### src/rtl/imem_axi_responder.sv
// AXI4 read-channel responder in front of a synchronous single-port word memory.
// Optional IMEM_RANGE_CHECK_EN: beats at word index >= MEM_WORDS return SLVERR with zero data.
module imem_axi_responder #(
    parameter int ADDR_W    = 15,
    parameter int ID_W      = 4,
    parameter int MEM_WORDS = 8192
) (
    input  logic              clk,
    input  logic              rst,
    input  logic [ADDR_W-1:0] araddr,
    input  logic [1:0]        arburst,
    input  logic [ID_W-1:0]   arid,
    input  logic [7:0]        arlen,
    input  logic [2:0]        arsize,
    input  logic              arvalid,
    output logic              arready,
    output logic [31:0]       rdata,
    output logic [ID_W-1:0]   rid,
    output logic              rlast,
    output logic [1:0]        rresp,
    output logic              rvalid,
    input  logic              rready,
    output logic              mem_en,
    output logic [ADDR_W-3:0] mem_addr,
    input  logic [31:0]       mem_rdata
);

    localparam int WA = ADDR_W - 2;

    typedef enum logic [1:0] {
        S_IDLE,
        S_BURST,
        S_DRAIN
    } state_t;

    state_t state;
    state_t state_nx;

    logic [WA-1:0]   addr_q;
    logic [7:0]      cnt_q;
    logic            fixed_q;
    logic [ID_W-1:0] id_q;

    logic infl_q;
    logic infl_last_q;
    logic infl_err_q;

    logic [31:0] fifo_data [2];
    logic        fifo_last [2];
    logic [1:0]  fifo_resp [2];
    logic        rd_ptr;
    logic        wr_ptr;
    logic [1:0]  count;

    logic       ar_hs;
    logic       pop;
    logic       push;
    logic [2:0] occ;
    logic       issue;
    logic       beat_err;

    assign ar_hs = arvalid && arready;
    assign pop   = rvalid && rready;
    assign push  = infl_q;

    // A beat leaving this cycle frees its slot for the read issued now.
    assign occ   = {1'b0, count} + {2'b00, infl_q} - {2'b00, pop};
    assign issue = !rst && (state == S_BURST) && (occ < 3'd2);

`ifdef IMEM_RANGE_CHECK_EN
    assign beat_err = (32'(addr_q) >= 32'(MEM_WORDS));
`else
    logic unused_cfg;
    assign beat_err   = 1'b0;
    assign unused_cfg = ^32'(MEM_WORDS);
`endif

    logic unused_in;
    assign unused_in = ^{arsize, araddr[1:0]};

    // State register.
    always_ff @(posedge clk) begin
        if (rst) begin
            state <= S_IDLE;
        end else begin
            state <= state_nx;
        end
    end

    // Next-state decode and AR ready.
    always_comb begin
        state_nx = state;
        arready  = 1'b0;
        case (state)
            S_IDLE: begin
                arready = !rst;
                if (arvalid && !rst) begin
                    state_nx = S_BURST;
                end
            end
            S_BURST: begin
                if (issue && (cnt_q == 8'd0)) begin
                    state_nx = S_DRAIN;
                end
            end
            S_DRAIN: begin
                if (pop && fifo_last[rd_ptr]) begin
                    state_nx = S_IDLE;
                end
            end
            default: begin
                state_nx = S_IDLE;
            end
        endcase
    end

    // Latch the request, then step address and remaining-beat count per issued read.
    always_ff @(posedge clk) begin
        if (rst) begin
            addr_q  <= '0;
            cnt_q   <= '0;
            fixed_q <= 1'b0;
            id_q    <= '0;
        end else if (ar_hs) begin
            addr_q  <= araddr[ADDR_W-1:2];
            cnt_q   <= arlen;
            fixed_q <= (arburst == 2'b00);
            id_q    <= arid;
        end else if (issue) begin
            if (!fixed_q) begin
                addr_q <= addr_q + 1'b1;
            end
            if (cnt_q != 8'd0) begin
                cnt_q <= cnt_q - 8'd1;
            end
        end
    end

    // Side information for the read whose data returns next cycle.
    always_ff @(posedge clk) begin
        if (rst) begin
            infl_q      <= 1'b0;
            infl_last_q <= 1'b0;
            infl_err_q  <= 1'b0;
        end else begin
            infl_q      <= issue;
            infl_last_q <= (cnt_q == 8'd0);
            infl_err_q  <= beat_err;
        end
    end

    // Two-entry output buffer; push and pop may occur together.
    always_ff @(posedge clk) begin
        if (rst) begin
            for (int i = 0; i < 2; i++) begin
                fifo_data[i] <= '0;
                fifo_last[i] <= 1'b0;
                fifo_resp[i] <= 2'b00;
            end
            rd_ptr <= 1'b0;
            wr_ptr <= 1'b0;
            count  <= 2'd0;
        end else begin
            if (push) begin
                fifo_data[wr_ptr] <= infl_err_q ? 32'd0 : mem_rdata;
                fifo_last[wr_ptr] <= infl_last_q;
                fifo_resp[wr_ptr] <= infl_err_q ? 2'b10 : 2'b00;
                wr_ptr            <= ~wr_ptr;
            end
            if (pop) begin
                rd_ptr <= ~rd_ptr;
            end
            count <= count + {1'b0, push} - {1'b0, pop};
        end
    end

    assign rvalid   = (count != 2'd0);
    assign rdata    = fifo_data[rd_ptr];
    assign rlast    = rvalid && fifo_last[rd_ptr];
    assign rresp    = fifo_resp[rd_ptr];
    assign rid      = id_q;
    assign mem_en   = issue;
    assign mem_addr = addr_q;

endmodule
### config.mk
export PLATFORM = sky130hd
export DESIGN_NAME = imem_axi_responder
export DESIGN_NICKNAME = d
export VERILOG_FILES = /design/src/rtl/imem_axi_responder.sv
export SDC_FILE = /design/constraint.sdc
export NUM_CORES = 1
export LEC_CHECK = 0
export ABC_AREA = 1
export CAP_MARGIN = 10
export CORE_AREA = 4 4 109 111
export CTS_CLUSTER_DIAMETER = 30
export DETAILED_ROUTE_END_ITERATION = 16
export DIE_AREA = 0 0 113 115
export PLACE_DENSITY = 0.87
export SLEW_MARGIN = 10
export SYNTH_ARGS = -nofsm -noshare
export SYNTH_HDL_FRONTEND = slang
export SYNTH_SLANG_ARGS = --single-unit
### constraint.sdc
create_clock -name clk -period 2.4 [get_ports clk]
set_input_delay 0.24 -clock clk [delete_from_list [all_inputs] [get_ports clk]]
set_output_delay 0.24 -clock clk [all_outputs]
set_load 0.03 [all_outputs]
After elaboration in Yosys (flattened, before gate mapping)
Memory sizes are Yosys's and may differ from the RTL's. A register that Yosys moved wholly into a read port is not among the register bits.
Cells that the tools add are included.

cells by class
  reductions and logical operators = 21
  bitwise logic cells = 2
  multiplexer cells = 26
  add/sub/neg operators = 6
  magnitude comparators = 1
  equal/unequal tests = 6

operators with widths
  operator                                                                  count
  13-bit 2-to-1 mux                                                         3
  32-bit 2-to-1 mux                                                         1
  32-bit OR reduction                                                       1
  8-bit 2-to-1 mux                                                          3
  1-bit 2-to-1 mux                                                          15
  13-bit by 1-bit adder with 13-bit output (second input constant)          1
  1-bit logical AND                                                         8
  8-bit zero test                                                           1
  8-bit nonzero test                                                        1
  8-bit by 1-bit subtractor with 8-bit output (second input constant)       1
  2-bit 2-to-1 mux                                                          3
  2-bit case mux with 3 select lines                                        1
  2-bit nonzero test                                                        3
  2-bit zero test                                                           2
  2-bit by 1-bit inequality test with 1-bit output (second input constant)  2
  2-bit inequality test (second input constant)                             2
  2-bit AND reduction                                                       2
  2-bit by 1-bit adder with 3-bit output                                    1
  3-bit by 2-bit < comparator with 1-bit output (second input constant)     1
  3-bit AND reduction                                                       1
  3-bit by 1-bit subtractor with 3-bit output                               1
  2-bit by 1-bit adder with 2-bit output                                    1
  2-bit by 1-bit == test with 1-bit output (second input constant)          1
  2-bit == test (second input constant)                                     1
  4 further kinds                                                           5

word-level totals
  memories = 2
  RAM bits = 66
  register bits = 34
  output and inout port bits = 55

memories
  memory     words  bits a word  read ports  clocked after Yosys merged registers in  wr ports  RTL line  text
  fifo_data  2      32           1           1                                        2         48        logic [31:0] fifo_data [2];
  fifo_last  2      1            1           1                                        2         49        logic fifo_last [2];

Longest topological paths before layout
Gate-level depths: netlist (run 1).

  depth after elaboration = 8
  gate-level depth with buffers = 18
  gate-level depth less buffers = 18

Worst setup path after synthesis (run 1)
OpenSTA, ideal clock, no wires.

  path kind = reg2reg
  start = register count[1]
  end = register cnt_q[5]
  cell stages (with the launch flop) = 18
  arrival = 2652 ps
  library setup time = 64 ps
  clock period less this slack = 2716 ps
  path buffers = 0
  setup slack = -316 ps
  cell sequence = dfxtp_1 -> inv_1 -> nand2_1 -> nand2_1 -> inv_1 -> ha_1 -> inv_1 -> ha_1 -> fa_1 -> nor2_1 -> nand2_1 -> nor2_2 -> nand2_1 -> nand2_2 -> nand2_1 -> nand2_1 -> nand2_1 -> nor2_1

between the ends
  longest elaborated chain between the ends = 7

RTL lines
  what                                           RTL line  text
  from (decl)                                    53        logic [1:0] count;
  from (signal assigned)                         173       count <= count + {1'b0, push} - {1'b0, pop};
  2-bit nonzero test                             177       assign rvalid = (count != 2'd0);
  via rvalid                                     21        output logic rvalid,
  1-bit logical AND                              63        assign pop = rvalid && rready;
  via pop                                        56        logic pop;
  3-bit by 1-bit subtractor with 3-bit output    67        assign occ = {1'b0, count} + {2'b00, infl_q} - {2'b00, pop};
  via occ[1]                                     58        logic [2:0] occ;
  3-bit by 2-bit < comparator with 1-bit output  68        assign issue = !rst && (state == S_BURST) && (occ < 3'd2);
  1-bit logical AND                              68
  via mem_en                                     23        output logic mem_en,
  2-bit nonzero test (no line)                   -
  2-bit AND reduction (no line)                  -
  to (signal assigned)                           126       cnt_q <= arlen;
  to (signal assigned)                           134       cnt_q <= cnt_q - 8'd1;
  to (decl)                                      40        logic [7:0] cnt_q;

The timed path passes the listed nets, and every way through them passes these cells.
A chain may end at the register's enable or synchronous reset.

Final worst setup path (run 1)
  start = register count[1]
  end = output mem_en

between the ends
  longest elaborated chain between the ends = 5

RTL lines
  what                                           RTL line
  2-bit nonzero test                             177
  1-bit logical AND                              63
  via pop                                        56
  3-bit by 1-bit subtractor with 3-bit output    67
  via occ[1]                                     58
  3-bit by 2-bit < comparator with 1-bit output  68
  1-bit logical AND                              68
  to (decl)                                      23

The timed path passes the listed nets, and every way through them passes these cells.

==> impl_metrics.yaml, run 1 <==
status:
  status: "finished with violations"
  violations: "setup timing"
placement:
  dp_cells: 796
  dp_hpwl_mm: 8.17
  io_buffers: 115
  placed_area_sq_mm: 0.00625
  finalWeightedCongestion: 0.837
synth:
  ys_seq_area_share_pct: 55.2
  synth_seq_cells: 101
  synth_area_per_cell_sq_um: 8.89
  ys_types: 28
  syn_inst: 546
  ys_warn_count: 0
  netlist_area_sq_mm: 0.00486
clocking:
  clk_latency_ns: 0.37
  cts_tree: "done"
  clockBufferDepth: 2
  hold_buffers: 0
  cts-root-buf: "clkbuf_8"
  clock-sinks: 101
  htree_levels: 3
  path_clk_slew_ns: 0.10
  numCtsBuffers: 9
finish:
  num_antenna_cells: 0
  fin_cells: 819
  drive_gt1_share_pct: 17.1
  syn2layout_area_growth_pct: 36.5
  layout_commonest_cell: "clkdlybuf4s50_1"
  nNetsFinal: 748
  utilization_pct: 61.4
  final_cell_mix: "clkdlybuf4s50_1, nor2_1, nand2_1"
  final_area_sq_mm: 0.00663
critical_path:
  crit_type: "flip-flop to output port"
  cp_max_fo: 2
  start_kind: "flip-flop"
  worst-endpoint-required_ns: 2.16
  arrival_ns: 2.34
  critPathCaptureType: "output port"
  r2r_cells: 19
routing:
  drtIter0Drc: 204
  viasPerCell: 5.04
  drc_errors: 0
  dr_wl_met2_mm: 5.81
  routed.top_layer: "met4"
  vias: 4126
  routed_wl_mm: 11.9
  postRouteAntennaNets: 0
  wl_per_cell_microns: 14.5
  first_pass_iters: 7
  wl_met1_mm: 5.01
  route.met3.wl_microns: 914
global_routing:
  antenna_found_initial: 0
  track_usage_pct: 18.2
  grt_max_degree: 35
  grt_pass1_vias: 4051
  grt_pass1_wl_mm: 19.1
  overflow: 0
timing:
  slew_headroom_pct: 61.1
  timing.final.crit_period_ns: 2.58
  rsz0062_at_grt: "yes"
  max_freq_mhz: 388
  finClkSkew_ns: 0.00767
  fin_crit_sh_pct: 107
  setup_viol: 21
  hold_violations: 0
  setup_tns_ns: -1.29
  worst_slack_ns: -0.175
  drv_slew: 0
  worst_slew_pin_slew_ns: 0.582
power:
  power.density_mw_per_mm2: 990
  leakagePower_nw: 2.73
  ir_worst_vdd_uv: 581
  total_power_mw: 6.56
worst_hold_path:
  min_path_cells: 1
  min_path_type: "flip-flop to flip-flop"
flow_run:
  cap_violations: 0
floorplan:
  die_h_microns: 115
  die_w_microns: 113
  die-area_sq_mm: 0.0130
  rows: 38
  start_util_pct: 45.0
  ioPinCount: 123
  core-area_sq_mm: 0.0108
cells in the mapped netlist:
| library cell | n | share of area, % |
|---|---|---|
| nor2_1 | 115 | 8.9 |
| nand2_1 | 93 | 7.2 |
| inv_1 | 67 | 5.2 |
| edfxtp_1 | 66 | 41 |
| nand3_1 | 37 | 3.8 |
| dfxtp_1 | 35 | 14 |
| mux2_2 | 33 | 7.7 |
| a21oi_1 | 23 | 2.4 |
| o21ai_0 | 16 | 1.6 |
| clkbuf_1 | 10 | 0.77 |
| buf_2 | 9 | 0.93 |
| nand4_1 | 6 | 0.77 |
| ha_1 | 5 | 1.3 |
| inv_2 | 4 | 0.31 |
| nor2_2 | 4 | 0.52 |
| o21ai_1 | 4 | 0.41 |
| buf_4 | 3 | 0.46 |
| or2_2 | 3 | 0.39 |
| nand2_2 | 2 | 0.26 |
| nand3b_1 | 2 | 0.31 |
| or2_1 | 2 | 0.26 |
| a21o_1 | 1 | 0.15 |
| and2_1 | 1 | 0.13 |
| conb_1 | 1 | 0.077 |
| fa_1 | 1 | 0.41 |
| nand2_4 | 1 | 0.23 |
| nand3_2 | 1 | 0.21 |
| nor4_1 | 1 | 0.13 |
worst max-delay path: stages, from the launching register on:
cell	delay [ns]
dfxtp_2	0.34
inv_2	0.08
nand2_4	0.05
nand2_2	0.05
inv_2	0.05
ha_4	0.25
inv_2	0.03
ha_4	0.15
fa_2	0.47
nor2_2	0.12
nand2_2	0.09
nor2_4	0.14
buf_6	0.15
final timing paths:
check	end	start	slack [ns]
setup / recovery	mem_en	count[1]	-0.18
hold / removal	flip-flop	rd_ptr	0.47
setup reg to reg	cnt_q[5]	count[1]	-0.14
hold reg to reg	flip-flop	rd_ptr	0.47
through the flow:
| stage | hold slack (ns) | worst slack (ns) |
|---|---|---|
| after floorplan | 0.404 | -0.0350 |
| after global placement | 0.436 | -0.275 |
| after detailed placement | 0.449 | -0.291 |
| after CTS | 0.466 | -0.233 |
| after global routing | 0.508 | -0.258 |
| final | 0.466 | -0.175 |
power breakdown:
group | total, mW | switching, mW | internal (mW) | leakage [nW]
Combinational | 3.11 | 1.78 | 1.33 | 1.66
Sequential | 2.33 | 0.177 | 2.15 | 0.970
Clock | 1.13 | 0.632 | 0.497 | 0.0980
cell families after synthesis:
| family | after synthesis | synth area share, % |
|---|---|---|
| simple gates | 268 | 23.1 |
| flops | 101 | 55.2 |
| buf+inv | 93 | 7.65 |
| compound gates | 44 | 4.59 |
| mux | 33 | 7.65 |
| fa+ha+maj | 6 | 1.70 |
| other cells | 1 | 0.0772 |
layout make-up:
class | count | area [sq um]
Inverter | 71 | 272
Sequential cell | 101 | 2680
Multi-Input combinational cell | 354 | 1950
Timing Repair Buffer | 137 | 1340
Tap cell | 140 | 175
Clock buffer | 9 | 124
Clock inverter | 7 | 82.6
Fill cell | 878 | 4170
state kept, by name, indices dropped and copies added (netlist names), 2 cells and up, named ones only:
| signal | count |
|---|---|
| fifo_data | 64 |
| mem_addr | 13 |
| cnt_q | 8 |
| rid | 4 |
| count | 2 |
| fifo_last | 2 |
| state | 2 |
layer usage:
metal | vias to the layer above | track usage, %
li1 | 2012 | -
met1 | 1912 | 22.9
met2 | 183 | 31.4
met3 | 19 | 4.89
met4 | 0 | 4.89
met5 | - | 0
timing repair:
item | CTS | global route
resized for setup | 5 | 23
setup endpoints to repair | 16 | 24
setup buffers | 4 | 3
pin swaps | 10 | 10
gates cloned | 1 | 0
endpoints found under the hold margin | 0 | 0
Note: power is estimated with default switching activity, not from simulation.
==> run 2: changes to the inputs <==
Settings changed: REMOVE_ABC_BUFFERS set to 1.
==> run 2 against run 1 <==
- first-iteration DRC count is 3.4% higher
- non-clock buffer count is 15 higher
- power is 5.5% higher
- highest routed layer unchanged
- clock power is 9.7% lower
- sequential cell count stayed put
- critical path depth is 5 higher
- via count is 4.8% higher
- register-to-register slack hardly changed
- setup slack better by 0.020 ns
- hold slack better by 0.0080 ns
- the flow still finishes with violations (setup timing)
- wire length is 4.0% higher
==> impl_metrics.yaml, run 2 (synthesized netlist as in run 1, its figures left out) <==
placement:
  finalWeightedCongestion: 0.908
  dp_hpwl_mm: 8.15
  io_buffers: 115
critical_path:
  reg2reg_from: "count[1]"
  arrival_ns: 2.85
  cp_max_fo: 2
  crit_type: "flip-flop to flip-flop"
  startpoint: "count[1]"
  start_kind: "flip-flop"
  critPathCaptureType: "flip-flop"
  worst-endpoint-required_ns: 2.70
floorplan:
  start_util_pct: 45.0
  die-area_sq_mm: 0.0130
  rows: 38
  die_h_microns: 115
  die_w_microns: 113
  ioPinCount: 123
  core-area_sq_mm: 0.0108
timing:
  finClkSkew_ns: 0.0112
  rsz0062_at_grt: "yes"
  timing.final.crit_period_ns: 2.55
  worst_slack_ns: -0.155
  fin_crit_sh_pct: 106
  hold_violations: 0
  setup_viol: 23
  max_freq_mhz: 391
  slew_headroom_pct: 63.0
  worst_slew_pin_slew_ns: 0.553
  drv_slew: 0
  hold_ws_ns: 0.474
worst_hold_path:
  hp-start: "rd_ptr"
  min_path_type: "flip-flop to flip-flop"
clocking:
  cts-root-buf: "clkbuf_8"
  clock-sinks: 101
  path_clk_slew_ns: 0.11
  hold_buffers: 0
  cts_tree: "done"
  clockBufferDepth: 2
  htree_levels: 3
  clk_latency_ns: 0.36
  numCtsBuffers: 9
routing:
  drc_errors: 0
  drtIter0Drc: 211
  first_pass_iters: 4
  vias: 4325
  postRouteAntennaNets: 0
  wl_per_cell_microns: 14.8
  routed_wl_mm: 12.4
  viasPerCell: 5.17
global_routing:
  grt_pass1_wl_mm: 20.0
  antenna_found_initial: 0
  track_usage_pct: 18.9
  grt_max_degree: 35
  overflow: 0
  grt_pass1_vias: 4387
finish:
  num_antenna_cells: 0
  nNetsFinal: 765
  final_cell_mix: "clkdlybuf4s50_1, nor2_1, nand2_1"
  syn2layout_area_growth_pct: 41.8
  largest_register_ffs: 64
  layout_commonest_cell: "clkdlybuf4s50_1"
  top_register: "fifo_data"
  drive_gt1_share_pct: 23.6
power:
  leakagePower_nw: 2.83
  power.density_mw_per_mm2: 1010
  clkPwrFrac_pct: 14.7
  power_frac_seq_pct: 33.9
  switchingPower_mw: 2.85
  total_power_mw: 6.92
  ir_worst_vdd_uv: 610
  p_sw_share_pct: 41.1
  internal_power_mw: 4.07
  comb_power_share_pct: 51.4
status:
  violations: "setup timing"
  status: "finished with violations"
flow_run:
  cap_violations: 0
run 2: per-stage QoR:
step           setup TNS, ns  area, sq um  instances  setup WS [ns]  utilization (%)
2_1_floorplan          -4.09         4750        525         -0.326                -
3_3_place_gp           -4.32         6260        799         -0.248             58.0
3_5_place_dp           -5.35         6260        799         -0.314             58.0
4_1_cts                -1.00         6760        833         -0.171             62.6
5_1_grt                -3.99         6880        836         -0.256             63.8
6_report               -1.26         6880        836         -0.155             63.8
run 2: area by class of cell:
type                       instances  area, sq um
sequential                       101         2690
multi-input combinational        355         2080
inverter                          71          274
timing repair inverter             1         11.3
timing repair buffer             152         1480
clock buffer                      10          128
tap                              140          175
clock inverter                     6         55.1
fill                             828         3910
run 2: power by group through the flow:
stage	registers [mW]	clock network, mW	logic [mW]
after floorplan	2.44	0	1.65
after global placement	2.34	0	2.71
after detailed placement	2.37	0	2.79
after CTS	2.34	1.04	3.27
after global routing	2.38	1.12	3.82
final	2.35	1.02	3.56
run 2: worst paths after layout:
check	to	slack, ns	cells past startpoint
max	infl_q	-0.15	17
min	flip-flop	0.47	1
max reg2reg	infl_q	-0.15	17
min reg2reg	flip-flop	0.47	1
run 2: metal layers:
layer  track usage (%)  part of all wire (%)  vias up  routed length [microns]
met4              4.97                   1.7        0                      207
met5                 0                     0        -                        0
met2              35.1                    51      204                     6330
met1              21.5                    38     2040                     4750
met3              5.16                   8.9       24                     1100
li1                  -                     -     2057                        -
run 2: worst max-delay path, cell delays in order, from the launching register on:
cell and delay [ns]:
dfxtp_2 0.34, inv_2 0.05, nand2_2 0.06, nand2_2 0.06
inv_2 0.05, ha_4 0.25, inv_2 0.04, ha_4 0.15
fa_2 0.45, nor2_2 0.14, nand2_2 0.10, buf_4 0.14
buf_4 0.12, buf_4 0.12, buf_4 0.13, buf_4 0.12
buf_4 0.12, nor2_2 0.07
run 2: repair_timing:
| item | CTS | global route |
|---|---|---|
| pin swaps | 25 | 12 |
| setup endpoints to repair | 19 | 27 |
| endpoints found under the hold margin | 0 | 0 |
| resized for setup | 55 | 31 |
| buffers inserted | 15 | 3 |
| cloned | 3 | 0 |
==> run 3: changes to the inputs <==
Settings changed: CORE_AREA 4 4 109 111 to 4 4 113 115, DIE_AREA 0 0 113 115 to 0 0 117 119, PLACE_DENSITY 0.87 to 0.83.
==> run 3 against run 2 <==
- utilization is 6.0 points lower
- wire length is 0.17% lower
- count of clock-buffer cells in the layout down 1
- the run still ends with setup timing left
- non-clock buffer count down 13
- final cell count decreased by 0.72%
- largest cell class unchanged
- first-iteration DRC count increased by 25%
- hold slack got worse by 0.013 ns
==> impl_metrics.yaml, run 3 (synthesized netlist as in run 1, its figures left out) <==
status:
  status: "finished with violations"
  violations: "setup timing"
critical_path:
  crit_chain: "inv_2, nand2_2, nand2_2, inv_2, ha_4, inv_2, ha_4, fa_1, nor2_1, nand2_1, nor2_2, buf_6, buf_6"
  start_kind: "flip-flop"
  critical-path-top-delay-family: "adder cells"
  cp_max_fo: 2
  critPathSlowestCell: "fa_1"
  worst-endpoint-required_ns: 2.16
  crit_top_cell: "inv_2"
  arrival_ns: 2.38
  critical_path_buf_inv_count: 5
  crit_type: "flip-flop to output port"
  critPathCaptureType: "output port"
  critPathMaxStageDelay_ns: 0.47
clocking:
  cts-root-buf: "clkbuf_16"
  numCtsBuffers: 9
  clk_latency_ns: 0.35
  hold_buffers: 0
  clockBufferDepth: 2
  clock-sinks: 101
  path_clk_slew_ns: 0.07
  htree_levels: 3
  cts_tree: "done"
flow_run:
  cap_violations: 0
timing:
  finClkSkew_ns: 0.00712
  hold_violations: 0
  rsz0062_at_grt: "yes"
  drv_slew: 0
  worst_slack_ns: -0.222
  timing.final.crit_period_ns: 2.62
  worst_slew_pin_slew_ns: 0.516
  slew_headroom_pct: 65.5
  fin_crit_sh_pct: 109
  max_freq_mhz: 381
  setup_viol: 6
floorplan:
  die_h_microns: 119
  rows: 40
  core-area_sq_mm: 0.0118
  die-area_sq_mm: 0.0139
  start_util_pct: 41.1
  die_w_microns: 117
  ioPinCount: 123
finish:
  final_cell_mix: "clkdlybuf4s50_1, nor2_1, nand2_1"
  layout_commonest_cell: "clkdlybuf4s50_1"
  num_antenna_cells: 0
  drive_gt1_share_pct: 18.9
  nNetsFinal: 752
  largest_register_ffs: 64
  top_register: "fifo_data"
  final_area_sq_mm: 0.00683
  nFillCells: 986
  syn2layout_area_growth_pct: 40.6
global_routing:
  overflow: 0
  grt_pass1_wl_mm: 19.6
  antenna_found_initial: 0
  grt_max_degree: 35
  grt_pass1_vias: 4298
  track_usage_pct: 17.7
placement:
  finalWeightedCongestion: 0.826
  io_buffers: 115
  post-place-ws_ns: -0.365
  placed_area_sq_mm: 0.00626
  dp_hpwl_mm: 8.30
worst_hold_path:
  min_path_type: "flip-flop to flip-flop"
routing:
  first_pass_iters: 4
  wl_per_cell_microns: 14.9
  routed_wl_mm: 12.4
  drc_errors: 0
  viasPerCell: 5.05
  drtIter0Drc: 263
  vias: 4190
  postRouteAntennaNets: 0
power:
  power.density_mw_per_mm2: 1040
  ir_worst_vdd_uv: 712
  leakagePower_nw: 2.82
run 3: cell types whose count changed in the layout (fill, tap and decap cells not counted), moves of 3 or more:
| cell | before | now |
|---|---|---|
| a21oi_1 | 9 | 19 |
| a21oi_2 | 13 | 4 |
| buf_4 | 31 | 19 |
| clkbuf_16 | 0 | 9 |
| clkbuf_8 | 9 | 0 |
| nand2_1 | 70 | 77 |
| nand2_2 | 22 | 16 |
| nor2_1 | 109 | 112 |
| nor2_4 | 4 | 1 |
run 3: what timing repair did:
action / CTS / global route
gates cloned: 3 / 0
setup endpoints to repair: 21 / 24
buffers inserted: 5 / 2
hold endpoints to repair: 0 / 0
gates resized for setup: 50 / 8
pin swaps: 24 / 9
run 3: metal layers:
| layer | GRT usage [%] | wire length, microns | up-vias |
|---|---|---|---|
| li1 | - | - | 2028 |
| met1 | 20.1 | 4960 | 1969 |
| met2 | 31.5 | 6190 | 177 |
| met3 | 5.69 | 1030 | 16 |
| met4 | 5.02 | 186 | 0 |
| met5 | 0 | 0 | - |
run 3: final timing paths:
check           start          end  slack, ns  cells past startpoint
max          count[1]       mem_en      -0.22                     13
min            rd_ptr       rd_ptr       0.46                      1
max reg2reg  count[1]  mem_addr[1]      -0.05                     16
min reg2reg    rd_ptr       rd_ptr       0.46                      1
run 3: final cells by class:
cell class                      instances  area (sq um)  area share (%)
Sequential cell                       101          2680            39.3
Multi-Input combinational cell        355          1990            29.1
Tap cell                              147           184            2.69
Clock inverter                          7          82.6            1.21
Clock buffer                            9           225            3.30
Timing Repair inverter                  1          11.3           0.165
Inverter                               71           274            4.01
Timing Repair Buffer                  139          1380            20.2
run 3: power breakdown:
| group | internal [mW] | total (mW) | switching (mW) |
|---|---|---|---|
| Sequential | 2.15 | 2.33 | 0.182 |
| Clock | 0.827 | 1.51 | 0.682 |
| Combinational | 1.35 | 3.24 | 1.89 |
run 3: metrics by stage:
step                hold WS [ns]  total power [mW]  TNS, ns  cells  utilization [%]
finish                     0.460              7.09   -0.335    830             57.8
CTS                        0.458              7.02    -1.13    830             57.6
floorplan                  0.309              4.09    -4.09    525                -
global placement           0.434              5.07    -4.56    806             53.0
global route               0.484              7.52    -2.87    830             57.8
detailed placement         0.444              5.15    -6.00    806             53.0
